### src/rtl/clint_if.sv
// Single-beat valid/ready request/response channel between the memory
// distributor (master) and the core-local interruptor (slave).
interface clint_if;
   logic        clint_valid_i;
   logic        clint_ready_o;
   logic [63:0] clint_data_read_o;
   logic [63:0] clint_data_write_i;
   logic [63:0] clint_addr_i;
   logic [1:0]  clint_size_i;
   logic [1:0]  clint_resp_o;
   logic        clint_req_i;

   modport master (
      output clint_valid_i, clint_data_write_i, clint_addr_i, clint_size_i, clint_req_i,
      input  clint_ready_o, clint_data_read_o, clint_resp_o
   );

   modport slave (
      input  clint_valid_i, clint_data_write_i, clint_addr_i, clint_size_i, clint_req_i,
      output clint_ready_o, clint_data_read_o, clint_resp_o
   );
endinterface

### src/rtl/clint.sv
// Core-local interruptor: 64-bit mtime with prescaler, mtimecmp, and a
// registered machine-timer interrupt level; registers reached over clint_if.
module clint #(
   parameter int unsigned MTIME_DIV     = 1,
   parameter logic [63:0] MTIME_ADDR    = 64'h0000_0000_0200_BFF8,
   parameter logic [63:0] MTIMECMP_ADDR = 64'h0000_0000_0200_4000
) (
   input  logic   clk,
   input  logic   rst,
   clint_if.slave bus,
   output logic   clint_timer_int_o
);

   localparam int unsigned   PW      = (MTIME_DIV > 1) ? $clog2(MTIME_DIV) : 1;
   localparam logic [PW-1:0] PRE_MAX = PW'(MTIME_DIV - 1);

   typedef enum logic {IDLE, RESP} state_t;

   state_t      state, state_n;
   logic [63:0] mtime, mtimecmp;
   logic [PW-1:0] pre;
   logic [63:0] mask, wr_time, wr_cmp;
   logic        accept, hit_time, hit_cmp, tick, wr_time_en, wr_cmp_en;

   assign accept     = (state == IDLE) && bus.clint_valid_i;
   assign hit_time   = (bus.clint_addr_i == MTIME_ADDR);
   assign hit_cmp    = (bus.clint_addr_i == MTIMECMP_ADDR);
   assign wr_time_en = accept && bus.clint_req_i && hit_time;
   assign wr_cmp_en  = accept && bus.clint_req_i && hit_cmp;
   assign tick       = (pre == PRE_MAX);

   assign bus.clint_ready_o = (state == RESP);

   always_comb begin
      mask = '0;
      case (bus.clint_size_i)
         2'b00:   mask = 64'h0000_0000_0000_00FF;
         2'b01:   mask = 64'h0000_0000_0000_FFFF;
         2'b10:   mask = 64'h0000_0000_FFFF_FFFF;
         default: mask = '1;
      endcase
   end

   assign wr_time = (mtime    & ~mask) | (bus.clint_data_write_i & mask);
   assign wr_cmp  = (mtimecmp & ~mask) | (bus.clint_data_write_i & mask);

   always_ff @(posedge clk) begin
      if (rst) state <= IDLE;
      else     state <= state_n;
   end

   always_comb begin
      state_n = state;
      case (state)
         IDLE:    if (bus.clint_valid_i) state_n = RESP;
         RESP:    state_n = IDLE;
         default: state_n = IDLE;
      endcase
   end

   // A software write to mtime overrides a coincident tick and restarts the prescaler.
   always_ff @(posedge clk) begin
      if (rst) begin
         mtime <= '0;
         pre   <= '0;
      end else if (wr_time_en) begin
         mtime <= wr_time;
         pre   <= '0;
      end else if (tick) begin
         mtime <= mtime + 64'd1;
         pre   <= '0;
      end else begin
         pre   <= pre + PW'(1);
      end
   end

   always_ff @(posedge clk) begin
      if (rst)            mtimecmp <= '1;
      else if (wr_cmp_en) mtimecmp <= wr_cmp;
   end

   always_ff @(posedge clk) begin
      if (rst) clint_timer_int_o <= 1'b0;
      else     clint_timer_int_o <= (mtime >= mtimecmp);
   end

   always_ff @(posedge clk) begin
      if (rst) begin
         bus.clint_data_read_o <= '0;
         bus.clint_resp_o      <= 2'b00;
      end else if (accept) begin
         if (hit_time || hit_cmp) begin
            bus.clint_resp_o      <= 2'b00;
            bus.clint_data_read_o <= bus.clint_req_i ? 64'd0 : (hit_time ? mtime : mtimecmp);
         end else begin
            bus.clint_resp_o      <= 2'b10;
            bus.clint_data_read_o <= '0;
         end
      end
   end

endmodule

### src/flat_wrapper.sv
// flat-port wrapper written by rule: the top's interface ports become plain ports
module clint_flat 
#(
   parameter int unsigned MTIME_DIV     = 1,
   parameter logic [63:0] MTIME_ADDR    = 64'h0000_0000_0200_BFF8,
   parameter logic [63:0] MTIMECMP_ADDR = 64'h0000_0000_0200_4000
)
  (clk, rst, clint_timer_int_o, bus_clint_valid_i, bus_clint_data_write_i, bus_clint_addr_i, bus_clint_size_i, bus_clint_req_i, bus_clint_ready_o, bus_clint_data_read_o, bus_clint_resp_o);
  clint_if bus_i ();
  input  logic clk;
  input  logic rst;
  output logic clint_timer_int_o;
  input wire logic [$bits(bus_i.clint_valid_i)-1:0] bus_clint_valid_i;
  input wire logic [$bits(bus_i.clint_data_write_i)-1:0] bus_clint_data_write_i;
  input wire logic [$bits(bus_i.clint_addr_i)-1:0] bus_clint_addr_i;
  input wire logic [$bits(bus_i.clint_size_i)-1:0] bus_clint_size_i;
  input wire logic [$bits(bus_i.clint_req_i)-1:0] bus_clint_req_i;
  output wire logic [$bits(bus_i.clint_ready_o)-1:0] bus_clint_ready_o;
  output wire logic [$bits(bus_i.clint_data_read_o)-1:0] bus_clint_data_read_o;
  output wire logic [$bits(bus_i.clint_resp_o)-1:0] bus_clint_resp_o;
  assign bus_i.clint_valid_i = bus_clint_valid_i;
  assign bus_i.clint_data_write_i = bus_clint_data_write_i;
  assign bus_i.clint_addr_i = bus_clint_addr_i;
  assign bus_i.clint_size_i = bus_clint_size_i;
  assign bus_i.clint_req_i = bus_clint_req_i;
  assign bus_clint_ready_o = bus_i.clint_ready_o;
  assign bus_clint_data_read_o = bus_i.clint_data_read_o;
  assign bus_clint_resp_o = bus_i.clint_resp_o;
  clint #(.MTIME_DIV(MTIME_DIV), .MTIME_ADDR(MTIME_ADDR), .MTIMECMP_ADDR(MTIMECMP_ADDR)) u_core (.clk(clk), .rst(rst), .bus(bus_i), .clint_timer_int_o(clint_timer_int_o));
endmodule
### config.mk
export PLATFORM = sky130hd
export DESIGN_NAME = clint_flat
export DESIGN_NICKNAME = d
export VERILOG_FILES = /design/src/rtl/clint_if.sv /design/src/rtl/clint.sv /design/src/flat_wrapper.sv
export SDC_FILE = /design/constraint.sdc
export NUM_CORES = 1
export LEC_CHECK = 0
export CORE_ASPECT_RATIO = 1.2
export CORE_UTILIZATION = 35
export DETAILED_ROUTE_END_ITERATION = 6
export GPL_ROUTABILITY_DRIVEN = 0
export GPL_TIMING_DRIVEN = 0
export PLACE_DENSITY = 0.57
export SLEW_MARGIN = 20
export SYNTH_ARGS = -nofsm -noshare
export SYNTH_HDL_FRONTEND = slang
export SYNTH_SLANG_ARGS = --single-unit
### constraint.sdc
create_clock -name clk -period 4.93 [get_ports clk]
set_input_delay 0.493 -clock clk [delete_from_list [all_inputs] [get_ports clk]]
set_output_delay 0.493 -clock clk [all_outputs]
set_load 0.005 [all_outputs]
==> run_results.csv, run 1 <==
group,metric,value,unit
clock_tree,cts_setup_buffers,0,
sta,period_share,65.99,%
critical_path,r2r_start,"u_core.bus.clint_ready_o",
global_route,globalRouteOverflowTotal,0,
synth,syn_area,0.01098,mm²
global_route,antenna_found_initial,0,
sta,relSlewSlack,25.03,%
route,drt-initial-drc-count,635,
min_path,hold_path_class,"register to register",
sta,setup_viol_count_final,0,
synth,syn_area_per_cell,8.608,µm²
critical_path,endpoint_kind,"register",
clock_tree,holdBufCountCts,0,
global_route,grtUsageTotal,23.62,%
critical_path,crit_fanout,10,
synth,synthFlopType,"dfxtp_1",
floorplan,fp.dieArea,0.03207,mm²
sta,hold_violations,0,
route,via_per_inst,5.558,
floorplan,die_h,196.0,µm
clock_tree,clock_latency,0.45,ns
clock_tree,post_cts_resized,0,
layout,drive_gt1_share,6.105,%
critical_path,crit_buf_inv,2,
global_route,grt_pass1_vias,10503,
global_route,grt_pass1_wl,58320,µm
route,drt_first_pass_iters,5,
min_path,hp-start,"u_core.bus.clint_resp_o[1]",
floorplan,core-area,0.03065,mm²
synth,synthArstFlopShare,0,%
sta,maxSlewViolCount,0,
route,vias,10576,
clock_tree,cts_buffer_depth,2,
layout,nNetsFinal,1693,
route,drc,0,
min_path,worstHoldPathCells,2,
critical_path,slowest_delay,0.50,ns
route,wl,37330,µm
synth,synth_seq_area_share,35.75,%
clock_tree,clk_pin_slew,0.08,ns
synth,synth_warnings,0,
global_route,grt_max_degree,19,
layout,area.growth.synth_to_final,28.18,%
critical_path,r2r_slack,2.24,ns
sta,fmax,307.4,MHz
critical_path,crit_path_cell_trace,"clkdlybuf4s50_1 > nor4_1 > nand4_1 > nor3_1 > nand2_2 > clkbuf_1 > a21oi_1 > a2bb2oi_1 > nor2_1",
critical_path,path_delay_family,"simple AND/OR/NAND/NOR gates",
layout,diodes,0,
placed_design,dpl.hpwl,28870,µm
critical_path,path_class,"primary input to register",
synth,synth_cells,1275,
clock_tree,cts-root-buf,"clkbuf_16",
synth,ys_types,78,
floorplan,initial_core_util,35.80,%
pwr,total_leakage_power,0.006535,µW
route,ant_nets,0,
floorplan,io_pins,202,
critical_path,cp_slowest_cell,"nor3_1",
synth,synth_edf_count,0,
floorplan,die_w,163.7,µm
run_status,outcome,"completed",
clock_tree,cts_sinks,196,
placed_design,place_ws,1.163,ns
clock_tree,cts_buffers,17,
sta,fin_crit,3.254,ns
pwr,p_per_area,235.5,mW/mm²
sta,fin_skew,0.01598,ns
min_path,min_to,"u_core.bus.clint_resp_o[1]",
layout,fin_util,45.89,%
sta,fin_setup_tns,0,ns
route,routedWlPerCell,19.61,µm
critical_path,critPathRequiredTime,5.26,ns
clock_tree,h-tree-depth,4,
sta,worstMarginPinSlew,1.116,ns
sta,worst_slack,1.676,ns
synth,synth-seq-cells,196,
placed_design,io_buffers,199,
sta,rsz0062_at_grt,"false",
critical_path,reg2reg_depth,10,
flow_run,maxCapViolCount,0,
clock_tree,cts_tree,"yes",
critical_path,worstPathArrival,3.58,ns
floorplan,rows,70,
critical_path,start_kind,"primary input",
pwr,peakVddDrop,161.3,µV
[Yosys cell counts (all sizes together), types with 7 or more instances]
cell type / count / share of area [%]
a31oi: 7 / 0.40
ha: 65 / 7.4
a21o: 24 / 1.6
o211ai: 66 / 4.5
nor2: 119 / 4.2
nor3: 28 / 1.5
dfxtp: 196 / 36
and3: 15 / 0.85
buf: 30 / 1.9
nand3: 28 / 1.3
o21ai: 33 / 1.5
nor4: 24 / 1.8
a211oi: 25 / 1.7
inv: 73 / 2.5
nand4: 42 / 2.5
a22oi: 7 / 0.48
and4: 16 / 1.3
mux2i: 78 / 7.1
a221oi: 8 / 0.64
a21oi: 56 / 2.6
clkbuf: 47 / 1.6
xor2: 8 / 0.64
a2bb2oi: 65 / 5.2
nand2: 123 / 4.3
and2: 15 / 0.85
o221ai: 7 / 0.56
mux2: 7 / 0.72
[cells by family (layout without fill, tap and decap cells)]
kind of cell	after synthesis	after routing	synth area share, %
adders and majority gates	65	65	7.410
and+or+nand+nor	435	435	20.16
DFF	196	196	35.75
muxes	85	85	7.832
buffers and inverters	150	381	6.019
xor gates and xnor gates	13	13	1.037
other	1	2	0.03417
AOI/OAI and AO/OA	330	330	21.76
[metrics by stage]
stage	total power (µW)	instances	hold WS [ns]	area [µm²]
floorplan	1708	1276	0.4527	10980
global placement	1883	1871	0.4455	13470
detailed placement	1884	1871	0.4529	13470
CTS	3333	1903	0.4626	14070
global route	3402	1903	0.4780	14070
finish	3313	1903	0.4584	14070
[how the worst max path moves through the flow]
stage / startpoint / end / slack, ns / depth (start not counted)
finish: bus_clint_addr_i[18] / u_core.bus.clint_data_read_o[15] / 1.68 / 9
global route: bus_clint_addr_i[24] / u_core.bus.clint_data_read_o[15] / 1.40 / 9
CTS: bus_clint_addr_i[18] / u_core.bus.clint_data_read_o[45] / 1.63 / 9
detailed placement: bus_clint_addr_i[18] / u_core.bus.clint_data_read_o[53] / 1.16 / 9
global placement: bus_clint_addr_i[24] / u_core.bus.clint_data_read_o[45] / 1.23 / 9
floorplan: bus_clint_addr_i[2] / u_core.bus.clint_data_read_o[45] / 2.57 / 10
[report_power, final]
group	internal [µW]	switching, µW	total (µW)	leakage (µW)
sequential	1590	11.5	1600	0.00158
clock	766	700	1470	0.000282
combinational	122	126	248	0.00467
[cells in the final DEF (no fill, tap or decap), types with 4 or more instances in the layout]
cell,netlist,layout
clkdlybuf4s50_1,0,199
dfxtp_1,196,196
nand2_1,121,121
nor2_1,117,117
mux2i_1,78,78
inv_1,72,72
o211ai_1,66,66
a2bb2oi_1,65,65
ha_1,65,65
a21oi_1,55,55
clkbuf_1,46,47
nand4_1,41,41
o21ai_0,30,30
nand3_1,27,27
nor3_1,25,25
a211oi_1,25,25
a21o_1,24,24
nor4_1,20,19
buf_2,17,17
clkbuf_16,0,17
and4_1,16,16
and2_1,15,15
and3_1,15,15
a221oi_1,8,8
xor2_1,8,8
buf_6,7,7
a31oi_1,7,7
a22oi_1,7,7
o221ai_1,7,7
buf_4,6,6
mux2_2,6,6
nor2b_1,5,5
xnor2_1,5,5
inv_6,0,5
o21a_1,4,4
o22ai_1,4,4
[routing by layer]
layer  part of all wire [%]  up-vias  GRT usage [%]  wire, µm
li1                       -     5147              -         -
met1                     44     5092          29.37     16260
met2                     50      297          41.56     18480
met3                    4.6       40          3.066      1702
met4                    2.4        0          7.922       878
met5                      0        -              0         0
[area by class of cell]
cell class,count,area (µm²)
inverters,73,274.0
well taps,396,495.5
clock buffers,18,429.2
fillers,3060,16590
clock inverters,14,166.4
repair buffers,199,1992
flip-flops and latches,196,3924
plain buffers,77,386.6
multi-input cells,930,6401
[worst reg2reg max path: stages, from the launching register on]
cell and delay, ns:
dfxtp_1 0.32, nor2b_1 0.13, and2_1 0.16, clkbuf_1 0.24
nand4b_1 0.23, nor3_2 0.47, and2_1 0.20, buf_2 0.29
buf_2 0.35, nand2_1 0.13, o211ai_1 0.10
Power figures use the tool's default switching activity.
==> run 2: changes to the inputs <==
Clock period 4.93 ns to 3.2 ns, I/O delays scaled along.
==> run_results.csv, run 2 (synthesis gave the netlist of run 1 again) <==
group,metric,value,unit
clock_tree,cts-root-buf,"clkbuf_16",
sta,fin_setup_tns,0,ns
pwr,pwr-share-seq,48.3,%
route,drc,0,
pwr,power_frac_comb,7.5,%
clock_tree,holdBufCountCts,0,
global_route,globalRouteOverflowTotal,0,
critical_path,critPathLaunch,"bus_clint_addr_i[3]",
layout,final_cells,1903,
clock_tree,cts_tree,"yes",
pwr,peakVddDrop,247.0,µV
route,via_per_inst,5.544,
pwr,total_leakage_power,0.006538,µW
critical_path,r2r_start,"u_core.bus.clint_ready_o",
layout,area.growth.synth_to_final,28.24,%
pwr,p_per_area,362.4,mW/mm²
pwr,power,5100,µW
floorplan,io_pins,202,
sta,rsz0062_at_grt,"false",
sta,worst_slack,0.2127,ns
route,drt-initial-drc-count,668,
sta,maxSlewViolCount,0,
global_route,grt_max_degree,19,
run_status,outcome,"completed",
clock_tree,clock_latency,0.45,ns
route,routedWlPerCell,19.65,µm
global_route,grt_pass1_vias,10503,
route,wl,37390,µm
floorplan,die_w,163.7,µm
global_route,grtUsageTotal,23.62,%
critical_path,start_kind,"primary input",
sta,fin_crit,2.987,ns
clock_tree,h-tree-depth,4,
placed_design,place_ws,-0.3941,ns
placed_design,io_buffers,199,
pwr,power.internal,3814,µW
sta,fmax,334.7,MHz
clock_tree,cts_buffers,17,
floorplan,rows,70,
floorplan,die_h,196.0,µm
pwr,switching_share,25.21,%
sta,worstMarginPinSlew,1.139,ns
layout,final_area,0.01407,mm²
critical_path,reg2reg_depth,10,
clock_tree,clk_pin_slew,0.08,ns
layout,final_common_cell,"clkdlybuf4s50_1",
pwr,pwr-share-clk,44.2,%
sta,setup_viol_count_final,0,
min_path,hold_path_class,"register to register",
clock_tree,cts_buffer_depth,2,
layout,drive_gt1_share,6.238,%
sta,relSlewSlack,23.47,%
floorplan,initial_core_util,35.80,%
placed_design,dpl.hpwl,28870,µm
layout,nNetsFinal,1693,
layout,mostFrequentLayoutCells,"clkdlybuf4s50_1 (199), dfxtp_1 (196), nand2_1 (121)",
placed_design,detailed_place.area,0.01347,mm²
route,ant_nets,0,
critical_path,worstPathArrival,3.36,ns
sta,fin_skew,0.01645,ns
floorplan,fp.dieArea,0.03207,mm²
layout,diodes,0,
min_path,worstHoldPathCells,2,
placed_design,dp_cells,1871,
critical_path,path_class,"primary input to register",
clock_tree,post_cts_resized,0,
route,vias,10551,
route,drt_first_pass_iters,5,
global_route,antenna_found_initial,0,
critical_path,critPathRequiredTime,3.57,ns
critical_path,r2r_slack,0.45,ns
floorplan,core-area,0.03065,mm²
critical_path,crit_fanout,10,
global_route,grt_pass1_wl,58320,µm
clock_tree,cts_sinks,196,
flow_run,maxCapViolCount,0,
critical_path,endpoint_kind,"register",
pwr,switchingPower,1286,µW
sta,hold_violations,0,
sta,period_share,93.35,%
clock_tree,cts_setup_buffers,0,
[run 2: cell counts in the layout (fill, tap and decap cells not counted)]
No cell type changed its count.
[run 2: layer usage]
metal / routed length, µm / track usage, % / up-vias
met5: 0 / 0 / -
met1: 16300 / 29.37 / 5082
li1: - / - / 5150
met3: 1718 / 3.066 / 40
met2: 18460 / 41.56 / 279
met4: 912 / 7.922 / 0
[run 2: critical path, stage by stage]
cell and delay (ns):
clkdlybuf4s50_1 0.41, or4_1 0.51, nor2_1 0.28, nand4b_1 0.24
nor3_2 0.51, and2_1 0.21, buf_2 0.30, buf_2 0.35
nand2_1 0.12, o211ai_1 0.10
[run 2: per-stage QoR]
stage	hold slack (ns)	utilization, %
6_report	0.4569	45.91
5_1_grt	0.4780	45.91
4_1_cts	0.4626	45.89
3_5_place_dp	0.4529	43.95
3_3_place_gp	0.4455	43.93
2_1_floorplan	0.4485	-
[run 2: area by class of cell]
type	count	area, µm²
fill	3060	16580
multi-input combinational	930	6406
sequential	196	3924
timing repair buffer	199	1992
tap	396	495.5
clock buffer	18	429.2
buffer	77	387.9
inverter	73	274.0
clock inverter	14	166.4
[run 2: how the worst min path moves through the flow]
stage,start,endpoint,slack (ns)
after floorplan,bus_clint_data_write_i[0],u_core.mtimecmp[0],0.45
after detailed placement,u_core.bus.clint_resp_o[1],u_core.bus.clint_resp_o[1],0.45
after global placement,u_core.bus.clint_resp_o[1],u_core.bus.clint_resp_o[1],0.45
after CTS,u_core.bus.clint_resp_o[1],u_core.bus.clint_resp_o[1],0.46
after global routing,u_core.bus.clint_resp_o[1],u_core.bus.clint_resp_o[1],0.48
final,u_core.bus.clint_resp_o[1],u_core.bus.clint_resp_o[1],0.46
[run 2: power by group through the flow]
stage / clock network, µW / logic [µW] / registers (µW)
5_1_grt: 2370 / 409 / 2470
6_report: 2250 / 382 / 2460
3_3_place_gp: 0 / 380 / 2520
3_5_place_dp: 0 / 380 / 2520
4_1_cts: 2290 / 382 / 2460
2_1_floorplan: 0 / 115 / 2520
==> run 3: changes to the inputs <==
Settings changed: GPL_ROUTABILITY_DRIVEN 0 to not set.
Clock period 3.2 ns to 2.77 ns, I/O delays scaled along.
==> run_results.csv, run 3 (synthesis gave the netlist of run 1 again) <==
group,metric,value,unit
clock_tree,cts_tree,"yes",
clock_tree,cts_buffer_depth,2,
floorplan,fp.dieArea,0.03207,mm²
global_route,globalRouteOverflowTotal,0,
critical_path,endpoint_kind,"register",
placed_design,place_ws,-0.7811,ns
route,drt-initial-drc-count,755,
route,ant_nets,0,
floorplan,core-area,0.03065,mm²
layout,drive_gt1_share,7.124,%
layout,diodes,0,
pwr,total_leakage_power,0.006661,µW
sta,period_share,96.45,%
global_route,grt_max_degree,19,
floorplan,die_w,163.7,µm
route,drt_first_pass_iters,5,
placed_design,detailed_place.area,0.01347,mm²
sta,hold_ws,0.4433,ns
route,wl,37560,µm
clock_tree,cts_sinks,196,
critical_path,crit_fanout,10,
critical_path,reg2reg_depth,9,
clock_tree,clk_pin_slew,0.08,ns
sta,hold_violations,0,
floorplan,die_h,196.0,µm
route,routedWlPerCell,19.64,µm
clock_tree,clock_latency,0.45,ns
layout,final_area,0.01421,mm²
min_path,hold_path_class,"primary input to register",
critical_path,r2r_slack,0.18,ns
sta,worst_slack,0.09843,ns
clock_tree,h-tree-depth,4,
route,drc,0,
sta,fmax,374.3,MHz
layout,area.growth.synth_to_final,29.46,%
sta,fin_setup_tns,0,ns
layout,final_common_cell,"clkdlybuf4s50_1",
critical_path,start_kind,"primary input",
floorplan,initial_core_util,35.80,%
placed_design,dpl.hpwl,28870,µm
pwr,peakVddDrop,286.8,µV
min_path,hp-start,"bus_clint_data_write_i[49]",
placed_design,io_buffers,199,
clock_tree,cts_buffers,17,
global_route,grt_pass1_vias,10498,
global_route,antenna_found_initial,0,
layout,mostFrequentLayoutCells,"clkdlybuf4s50_1 (199), dfxtp_1 (196), nand2_1 (121)",
flow_run,maxCapViolCount,0,
sta,maxSlewViolCount,0,
route,via_per_inst,5.562,
floorplan,rows,70,
critical_path,worstPathArrival,3.03,ns
pwr,p_per_area,415.4,mW/mm²
global_route,grt_pass1_wl,58330,µm
sta,setup_viol_count_final,0,
floorplan,io_pins,202,
run_status,outcome,"completed",
sta,fin_skew,0.01600,ns
layout,fillerInstances,3056,
sta,rsz0062_at_grt,"true",
min_path,worstHoldPathCells,3,
sta,worstMarginPinSlew,0.9994,ns
route,vias,10634,
critical_path,critPathRequiredTime,3.12,ns
critical_path,r2r_start,"u_core.mtime[2]",
sta,relSlewSlack,33.38,%
placed_design,place.gp.congestion,0.8938,
sta,fin_crit,2.672,ns
clock_tree,cts-root-buf,"clkbuf_16",
global_route,grtUsageTotal,23.64,%
layout,nNetsFinal,1702,
critical_path,path_class,"primary input to register",
run 3: cell count changes in the layout (fill, tap and decap cells not counted), sizes merged:
cell  delta
buf      +9
run 3: metrics by stage:
stage / utilization, % / power, µW / cells
global route: 46.35 / 6061 / 1912
finish: 46.35 / 5902 / 1912
CTS: 45.99 / 5934 / 1903
floorplan: - / 3039 / 1276
detailed placement: 43.95 / 3352 / 1871
global placement: 43.93 / 3352 / 1871
run 3: final cells by class:
type	instances	area [µm²]	share of cell area (%)
Buffer	77	392.9	2.765
Inverter	73	274.0	1.929
Timing Repair Buffer	208	2059	14.49
Sequential cell	196	3924	27.62
Clock inverter	14	166.4	1.171
Clock buffer	18	429.2	3.020
Tap cell	396	495.5	3.487
Multi-Input combinational cell	930	6467	45.52
run 3: routing by layer:
metal | GRT usage [%] | part of all wire [%] | wire length, µm
met5 | 0 | 0 | 0
met4 | 7.922 | 2.3 | 866
met3 | 3.044 | 4.7 | 1761
met2 | 41.57 | 50 | 18650
met1 | 29.41 | 43 | 16280
run 3: what timing repair did:
item                       CTS  global route
setup endpoints to repair   65           107
gates resized for setup      7             8
pin swaps                    0             5
setup buffers                0             9
gates cloned                 0             0
hold buffers                 0             0
run 3: worst max path at each step:
stage / start / endpoint / cells after the start
after floorplan: register / register / 9
after global placement: bus_clint_addr_i[24] / u_core.bus.clint_data_read_o[45] / 9
after detailed placement: bus_clint_addr_i[18] / u_core.bus.clint_data_read_o[53] / 9
after CTS: bus_clint_addr_i[24] / register / 9
after global routing: bus_clint_addr_i[3] / register / 7
final: bus_clint_addr_i[15] / register / 7
run 3: report_power, final:
group	total (µW)	internal [µW]	switching (µW)	leakage [µW]
Sequential	2850	2830	20.6	0.00158
Combinational	447	220	227	0.00480
Clock	2610	1360	1240	0.000282
Total	5900	4410	1490	0.00666
run 3: critical path, cell delays in order:
cell             delay (ns)
clkdlybuf4s50_1        0.48
nand2_1                0.05
nor2_1                 0.47
or4b_4                 0.59
nor3_2                 0.73
a21oi_1                0.16
a221oi_1               0.25
